`src/rtl/subterranean_lwc_pkg.sv`:
```
// Shared definitions for the Subterranean LWC wrapper.
// Holds the output-buffer occupancy state encoding.
package subterranean_lwc_pkg;

    typedef enum logic [1:0] {
        ST_EMPTY = 2'b00,
        ST_ONE   = 2'b01,
        ST_TWO   = 2'b10
    } buf_state_t;

endpackage

```
`src/rtl/subterranean_lwc_buffer_out.sv`:
```
// Two-entry registered output buffer from the Subterranean core to the LWC do port.
// Handshake outputs decode the state register only, so dout_ready never reaches din_ready.
module subterranean_lwc_buffer_out
    import subterranean_lwc_pkg::*;
#(
    parameter int G_WIDTH = 32
) (
    input  logic               clk,
    input  logic               rst,
    input  logic [G_WIDTH-1:0] din,
    input  logic               din_last,
    input  logic               din_valid,
    output logic               din_ready,
    output logic [G_WIDTH-1:0] dout,
    output logic               dout_last,
    output logic               dout_valid,
    input  logic               dout_ready
);

    buf_state_t       r_state;
    logic [G_WIDTH:0] r_main;
    logic [G_WIDTH:0] r_skid;

    logic w_acc;
    logic w_pop;

    assign din_ready  = (r_state != ST_TWO);
    assign dout_valid = (r_state != ST_EMPTY);
    assign dout       = r_main[G_WIDTH-1:0];
    assign dout_last  = r_main[G_WIDTH];

    assign w_acc = din_valid & din_ready;
    assign w_pop = dout_valid & dout_ready;

    always_ff @(posedge clk) begin
        if (rst) begin
            r_state <= ST_EMPTY;
            r_main  <= '0;
            r_skid  <= '0;
        end else begin
            case (r_state)
                ST_EMPTY: begin
                    if (w_acc) begin
                        r_state <= ST_ONE;
                        r_main  <= {din_last, din};
                    end
                end
                ST_ONE: begin
                    if (w_acc && !w_pop) begin
                        r_state <= ST_TWO;
                        r_skid  <= {din_last, din};
                    end else if (!w_acc && w_pop) begin
                        r_state <= ST_EMPTY;
                    end else if (w_acc && w_pop) begin
                        r_main  <= {din_last, din};
                    end
                end
                ST_TWO: begin
                    if (w_pop) begin
                        r_state <= ST_ONE;
                        r_main  <= r_skid;
                    end
                end
                // 2'b11 is unreachable; fall back to a known-empty buffer
                default: begin
                    r_state <= ST_EMPTY;
                end
            endcase
        end
    end

endmodule

```
`config.mk`:
```
export PLATFORM = sky130hd
export DESIGN_NAME = subterranean_lwc_buffer_out
export DESIGN_NICKNAME = d
export VERILOG_FILES = /design/src/rtl/subterranean_lwc_pkg.sv /design/src/rtl/subterranean_lwc_buffer_out.sv
export SDC_FILE = /design/constraint.sdc
export NUM_CORES = 1
export LEC_CHECK = 0
export CORE_ASPECT_RATIO = 0.9
export CORE_MARGIN = 2
export CORE_UTILIZATION = 35
export CTS_CLUSTER_SIZE = 25
export DETAILED_ROUTE_END_ITERATION = 7
export PLACE_DENSITY_LB_ADDON = 0.05
export SLEW_MARGIN = 20
export SYNTH_ARGS = -nofsm -noshare
export SYNTH_HDL_FRONTEND = slang
export SYNTH_SLANG_ARGS = --single-unit
```
`constraint.sdc`:
```
create_clock -name clk -period 2.82 [get_ports clk]
set_input_delay 0.564 -clock clk [delete_from_list [all_inputs] [get_ports clk]]
set_output_delay 0.564 -clock clk [all_outputs]
set_load 0.02 [all_outputs]
```
Word-level counts from Yosys, hierarchy flattened
Cells that the tools add are included.
W data, S select, Z words.
{"block": "op_classes", "reduce_logical": 11, "muxes": 11, "bitwise": 2, "n_eq_ne": 9}
{"op": "$mux W33", "count": 5}
{"op": "$pmux W33 S3", "count": 1}
{"op": "$ne A2 B2 Y1 const B", "count": 6}
{"op": "$mux W2", "count": 4}
{"op": "$pmux W2 S3", "count": 1}
{"op": "$reduce_and A6 Y1", "count": 1}
{"op": "$logic_and A1 B1 Y1", "count": 3}
{"op": "$ne A3 B3 Y1 const B", "count": 1}
{"op": "$reduce_and A3 Y1", "count": 1}
{"op": "$reduce_bool A3 Y1", "count": 1}
{"op": "$and A1 B1 Y1", "count": 2}
{"op": "$eq A2 B1 Y1 const B", "count": 1}
{"op": "$eq A2 B2 Y1 const B", "count": 1}
{"op": "$logic_not A1 Y1", "count": 2}
{"op": "$logic_not A2 Y1", "count": 1}
{"op": "$reduce_and A2 Y1", "count": 1}
{"op": "$reduce_bool A2 Y1", "count": 1}
{"block": "word_totals", "out_inout_bits": 35, "word_cells": 36, "regBits": 68}

Logic depth before layout (Yosys ltp)
Gate-level depths: netlist (run 1).
{"block": "depth", "depth_word": 7, "mapped_depth": 5}

Least setup slack after synthesis (run 1)
Ideal clock, no wire load.
{"block": "synth_timing", "path_kind": "in2reg", "from": "input din_valid", "to": "register r_main[10]", "arrival_ns": 1.361, "required_ns": 2.674, "path_stages": 4, "slack_ns": 1.312, "setup_ns": 0.146, "cell_sequence": "mux2_4 -> buf_2 -> a211oi_1 -> a211oi_2"}
{"block": "synth_between", "elab_chain_len": 5, "word_cells_on_any_way": 10, "classes_between": "eq/ne (4); bitwise (1); reduce/logical (5)"}
{"item": "from (decl)", "line_no": "subterranean_lwc_buffer_out.sv:12", "rtl": "input logic din_valid,"}
{"item": "$and A1 B1 Y1 (*)", "line_no": "subterranean_lwc_buffer_out.sv:32", "rtl": "assign w_acc = din_valid & din_ready;"}
{"item": "$logic_not A1 Y1", "line_no": "subterranean_lwc_buffer_out.sv:52", "rtl": "end else if (!w_acc && w_pop) begin"}
{"item": "$logic_and A1 B1 Y1", "line_no": "subterranean_lwc_buffer_out.sv:52"}
{"item": "$ne A2 B2 Y1 (no line)"}
{"item": "$reduce_and A6 Y1 (no line) (*)"}
{"item": "to (signal assigned)", "line_no": "subterranean_lwc_buffer_out.sv:45", "rtl": "r_main <= {din_last, din};"}
{"item": "to (signal assigned)", "line_no": "subterranean_lwc_buffer_out.sv:55", "rtl": "r_main <= {din_last, din};"}
{"item": "to (signal assigned)", "line_no": "subterranean_lwc_buffer_out.sv:61", "rtl": "r_main <= r_skid;"}
{"item": "to (decl)", "line_no": "subterranean_lwc_buffer_out.sv:21", "rtl": "logic [G_WIDTH:0] r_main;"}
Every way passes the cells marked *; elsewhere a longest branch is shown, timed or not.
A chain may end at the register's enable or synchronous reset.

Worst setup path in the final report (run 1)
{"block": "layout_timing", "from": "register r_state[1]", "to": "output dout_valid"}
{"block": "layout_between", "elab_chain_len": 1}
{"item": "from (decl)", "line_no": "subterranean_lwc_buffer_out.sv:20", "rtl": "buf_state_t r_state;"}
{"item": "from (signal assigned)", "line_no": "subterranean_lwc_buffer_out.sv:37", "rtl": "r_state <= ST_EMPTY;"}
{"item": "from (signal assigned)", "line_no": "subterranean_lwc_buffer_out.sv:44", "rtl": "r_state <= ST_ONE;"}
{"item": "from (signal assigned)", "line_no": "subterranean_lwc_buffer_out.sv:50", "rtl": "r_state <= ST_TWO;"}
{"item": "$reduce_bool A2 Y1", "line_no": "subterranean_lwc_buffer_out.sv:28", "rtl": "assign dout_valid = (r_state != ST_EMPTY);"}
{"item": "to (decl)", "line_no": "subterranean_lwc_buffer_out.sv:16", "rtl": "output logic dout_valid,"}
No other way between the ends.

==> results of run 1 <==
## power by group through the flow
stage | clock, mW | sequential (mW) | combinational (mW)
6_report | 0.902 | 1.06 | 0.477
5_1_grt | 0.973 | 1.07 | 0.511
4_1_cts | 0.932 | 1.06 | 0.482
3_5_place_dp | 0 | 1.08 | 0.480
3_3_place_gp | 0 | 1.08 | 0.476
2_1_floorplan | 0 | 1.13 | 0.225
## path summary, 6_finish.rpt
check	depth (start not counted)	from	slack [ns]	endpoint
worst max-delay path	2	r_state[1]	0.63	dout_valid
worst min-delay path	2	r_skid[27]	0.46	r_skid[27]
worst max register to register	3	r_state[0]	1.02	r_main[24]
worst min register to register	2	r_skid[27]	0.46	r_skid[27]
## layer usage
layer,routed length (um),GRT usage
met1,3870,0.244
met2,3590,0.262
met3,416,0.0513
met4,64,0.0400
met5,0,0
## registers in the layout, indices dropped and copies added (netlist names)
register	flops
r_main	33
r_skid	33
r_state	2
## worst register-to-register path, delay by kind of cell, from the launching register on
family                 cells  cell delay [ns]
buffers and inverters      1             0.53
DFF                        1             0.38
AOI/OAI and AO/OA          2             0.75
## cells in the mapped netlist
cell type and instances:
dfxtp_1 68, nand2_1 68, a211oi_1 37, a21oi_1 34, mux2i_1 33, a211oi_2 30
clkbuf_1 13, buf_2 12, buf_6 4, buf_4 2, clkbuf_4 2, a21o_1 1
a21o_4 1, and3b_1 1, inv_1 1, mux2_4 1, nand2b_1 1, nand3b_1 1
nand4bb_1 1, nor4bb_1 1, or2_2 1, or3b_1 1
## area by class of cell
class	instances	area (um^2)	share of cell area
clock buffer	10	138	0.0339
clock inverter	6	86.3	0.0212
inverter	1	3.75	0.000924
multi-input combinational	212	1530	0.376
sequential	68	1360	0.335
tap	119	149	0.0366
timing repair buffer	80	798	0.196
## cell families after synthesis
family	count (synthesis)	synth area share
and+or+nand+nor	75	0.103
buffers and inverters	34	0.0614
AOI/OAI and AO/OA	103	0.277
muxes	34	0.113
DFF	68	0.446
## per-stage QoR
step	cell area, um^2	instances	worst slack, ns
floorplan	3050	314	1.31
global placement	3840	480	0.407
detailed placement	3840	480	0.387
CTS	4060	496	0.600
global route	4060	496	0.565
finish	4060	496	0.630
==> metrics.yaml, run 1 <==
wl_um: 7940
wl_per_cell_um: 16.0
p_comb_frac: 0.196
die_area_um2: 9490
final_common_cell: "clkdlybuf4s50_1"
grt-ovfl-total: 0
cp.arrival_ns: 1.63
cp_num_buf_inv: 1
finalCritPeriodShare: 0.777
slowest_delay_ns: 0.59
synth_top_cell_by_area: "dfxtp_1"
path_cells: "or2_2 -> clkdlybuf4s50_1"
cts.sinks: 68
fin_util: 0.477
place_hpwl_um: 4730
switching_share: 0.274
switchingPower_mw: 0.668
ys_seq_area_frac: 0.446
p_seq_frac: 0.434
tns_ns: 0
gp_congestion: 0.665
clkTransAtPathRegs_ns: 0.08
initial_core_util: 0.358
die_w_um: 102
design.core.area_um2: 8530
synth_cells: 314
maxCapViolations: 0
cts_root_buffer: "clkbuf_8"
synth.distinct_cells: 22
synth.avg_cell_area_um2: 9.73
grt_max_degree: 69
total_power_mw: 2.44
hold_violations: 0
p_per_area_nw_per_um2: 600
rsz0062_at_grt: "false"
yosys.area.top_type_share: 0.446
synth.yosys.warnings: 0
vias_per_cell: 5.01
internal-power_mw: 1.77
max-vdd-ir-drop_mv: 0.307
slew_violations: 0
track_usage: 0.174
antenna_found_initial: 0
clk_path_buf_depth: 2
critical_path_class: "reg -> out"
ios: 72
skew_ns: 0.0108
pwr-share-clk: 0.370
area_growth_pct: 33.1
cts_tree: "built"
slew-limit-headroom: 0.547
clk_latency_ns: 0.34
row_count: 32
first_iter_violations: 88
ys_top_cells_by_area: "dfxtp_1 (45%), a211oi_2 (12%), mux2i_1 (11%)"
critical-path-slowest-cell: "clkdlybuf4s50_1"
fin_hold_ws_ns: 0.456
fillers: 824
hold_buffers: 0
mostFrequentLayoutCells: "clkdlybuf4s50_1 (70), nand2_1 (68), dfxtp_1 (68), a211oi_1 (37), a21oi_1 (34)"
via_count: 2487
synth_area_um2: 3050
cp-start-kind: "flip-flop"
syn_nets: 351
grt_pass1_wl_um: 12700
p_leak_nw: 1.57
drtPass1Iterations: 4
setup_viol: 0
required_ns: 2.26
post_route_cells_drive_above_1_share: 0.164
endpoint_kind: "output pin"
drc: 0
ctsHtreeMaxLevel: 3
critPathTopFamily: "buffers and inverters"
die_h_um: 92.6
synth-seq-cells: 68
port_buffers: 71
drtAntennaViolNets: 0
hold_path.class: "reg -> reg"
n_antenna_cell: 0
grt_pass1_vias: 2387
cts-resized-gates: 0
numCtsBuffers: 9
fmax_mhz: 457
tightestPinTransition_ns: 0.679
finalNetCount: 409
path_max_fanout: 8
outcome: "finished clean"
min_period_ns: 2.19
post_cts_buffers: 0
No activity file was read; power rests on OpenSTA's default activity.
==> run 2, diff against run 1 <==
Clock period 2.82 ns to 2.2 ns, I/O delays scaled along.
==> metrics.yaml, run 2 (synthesized netlist as in run 1, its figures left out) <==
post_cts_buffers: 0
grt_pass1_wl_um: 12000
finalCritPeriodShare: 0.943
reg2regPathDepth: 3
holdPathStages: 2
slowest_delay_ns: 0.59
min_period_ns: 2.07
max-vdd-ir-drop_mv: 0.311
numCtsBuffers: 9
vias_per_cell: 4.97
fin_util: 0.481
final_common_cell: "clkdlybuf4s50_1"
place_hpwl_um: 4960
hold_path.class: "reg -> reg"
port_buffers: 71
drc: 0
cts_tree: "built"
rsz0062_at_grt: "false"
grt_pass1_vias: 2406
internal-power_mw: 2.19
switchingPower_mw: 0.854
row_count: 32
fmax_mhz: 482
die_h_um: 92.6
cts_root_buffer: "clkbuf_8"
placed_cell_area_um2: 3890
p_seq_frac: 0.446
path_cells: "or2_2 -> clkdlybuf4s50_1"
p_comb_frac: 0.201
via_count: 2490
initial_core_util: 0.358
slew-limit-headroom: 0.613
tightestPinTransition_ns: 0.580
cp.arrival_ns: 1.63
post_route_cells_drive_above_1_share: 0.175
pwr-share-clk: 0.352
endpoint_kind: "output pin"
p_per_area_nw_per_um2: 742
critical_path_class: "reg -> out"
hold_violations: 0
tns_ns: 0
grt-ovfl-total: 0
cp-start-kind: "flip-flop"
grt_max_degree: 34
finalNetCount: 414
area_growth_pct: 34.3
wl_um: 7600
path_max_fanout: 8
clk_path_buf_depth: 2
design.core.area_um2: 8530
outcome: "finished clean"
clk_latency_ns: 0.34
ios: 72
p_leak_nw: 1.57
switching_share: 0.280
reg_top3: "r_main x33, r_skid x33, r_state x2"
die_area_um2: 9490
ctsHtreeMaxLevel: 3
stdcell_area_um2: 4100
skew_ns: 0.00955
hold_buffers: 0
antenna_found_initial: 0
cts-resized-gates: 0
required_ns: 1.76
track_usage: 0.163
n_antenna_cell: 0
critical-path-slowest-cell: "clkdlybuf4s50_1"
slew_violations: 0
gp_congestion: 0.723
clkTransAtPathRegs_ns: 0.07
fillers: 829
place_ws_ns: 0.0686
drtPass1Iterations: 5
setup_viol: 0
fin_ws_ns: 0.126
maxCapViolations: 0
wl_per_cell_um: 15.2
mostFrequentLayoutCells: "clkdlybuf4s50_1 (70), nand2_1 (68), dfxtp_1 (68), a211oi_1 (37), a21oi_1 (34)"
drtAntennaViolNets: 0
cts.sinks: 68
die_w_um: 102
first_iter_violations: 62
[run 2: final timing paths]
check / from / endpoint / slack [ns]
setup / recovery: r_state[1] / dout_valid / 0.13
hold / removal: r_skid[15] / r_skid[15] / 0.45
hold reg to reg: r_skid[15] / r_skid[15] / 0.45
setup reg to reg: r_state[1] / r_main[27] / 0.51
[run 2: area by class of cell]
cell class | count | area, um^2 | area share
clock buffers | 11 | 151 | 0.0369
clock inverters | 5 | 60.1 | 0.0146
inverters | 1 | 3.75 | 0.000915
multi-input cells | 212 | 1530 | 0.372
flip-flops and latches | 68 | 1360 | 0.332
well taps | 119 | 149 | 0.0363
repair buffers | 85 | 848 | 0.207
[run 2: power groups by stage]
stage | logic (mW) | registers (mW) | clock network (mW)
after floorplan | 0.288 | 1.45 | 0
after global placement | 0.615 | 1.39 | 0
after detailed placement | 0.619 | 1.39 | 0
after CTS | 0.622 | 1.36 | 1.11
after global routing | 0.659 | 1.37 | 1.15
final | 0.613 | 1.36 | 1.07
[run 2: per-stage QoR]
step / instances / hold WS (ns) / power, mW
global route: 501 / 0.466 / 3.18
global placement: 485 / 0.441 / 2.00
detailed placement: 485 / 0.446 / 2.01
floorplan: 314 / 0.436 / 1.74
finish: 501 / 0.453 / 3.05
CTS: 501 / 0.456 / 3.09
[run 2: worst max-delay path: cells and delay by family, from the launching register on]
family	cells	cell delay, ns
and+or+nand+nor	1	0.19
buffers and inverters	1	0.59
DFF	1	0.52
[run 2: metal layers]
| layer | global-route usage | wire length (um) |
|---|---|---|
| met5 | 0 | 0 |
| met1 | 0.219 | 3630 |
| met2 | 0.252 | 3470 |
| met4 | 0.0444 | 84 |
| met3 | 0.0521 | 415 |
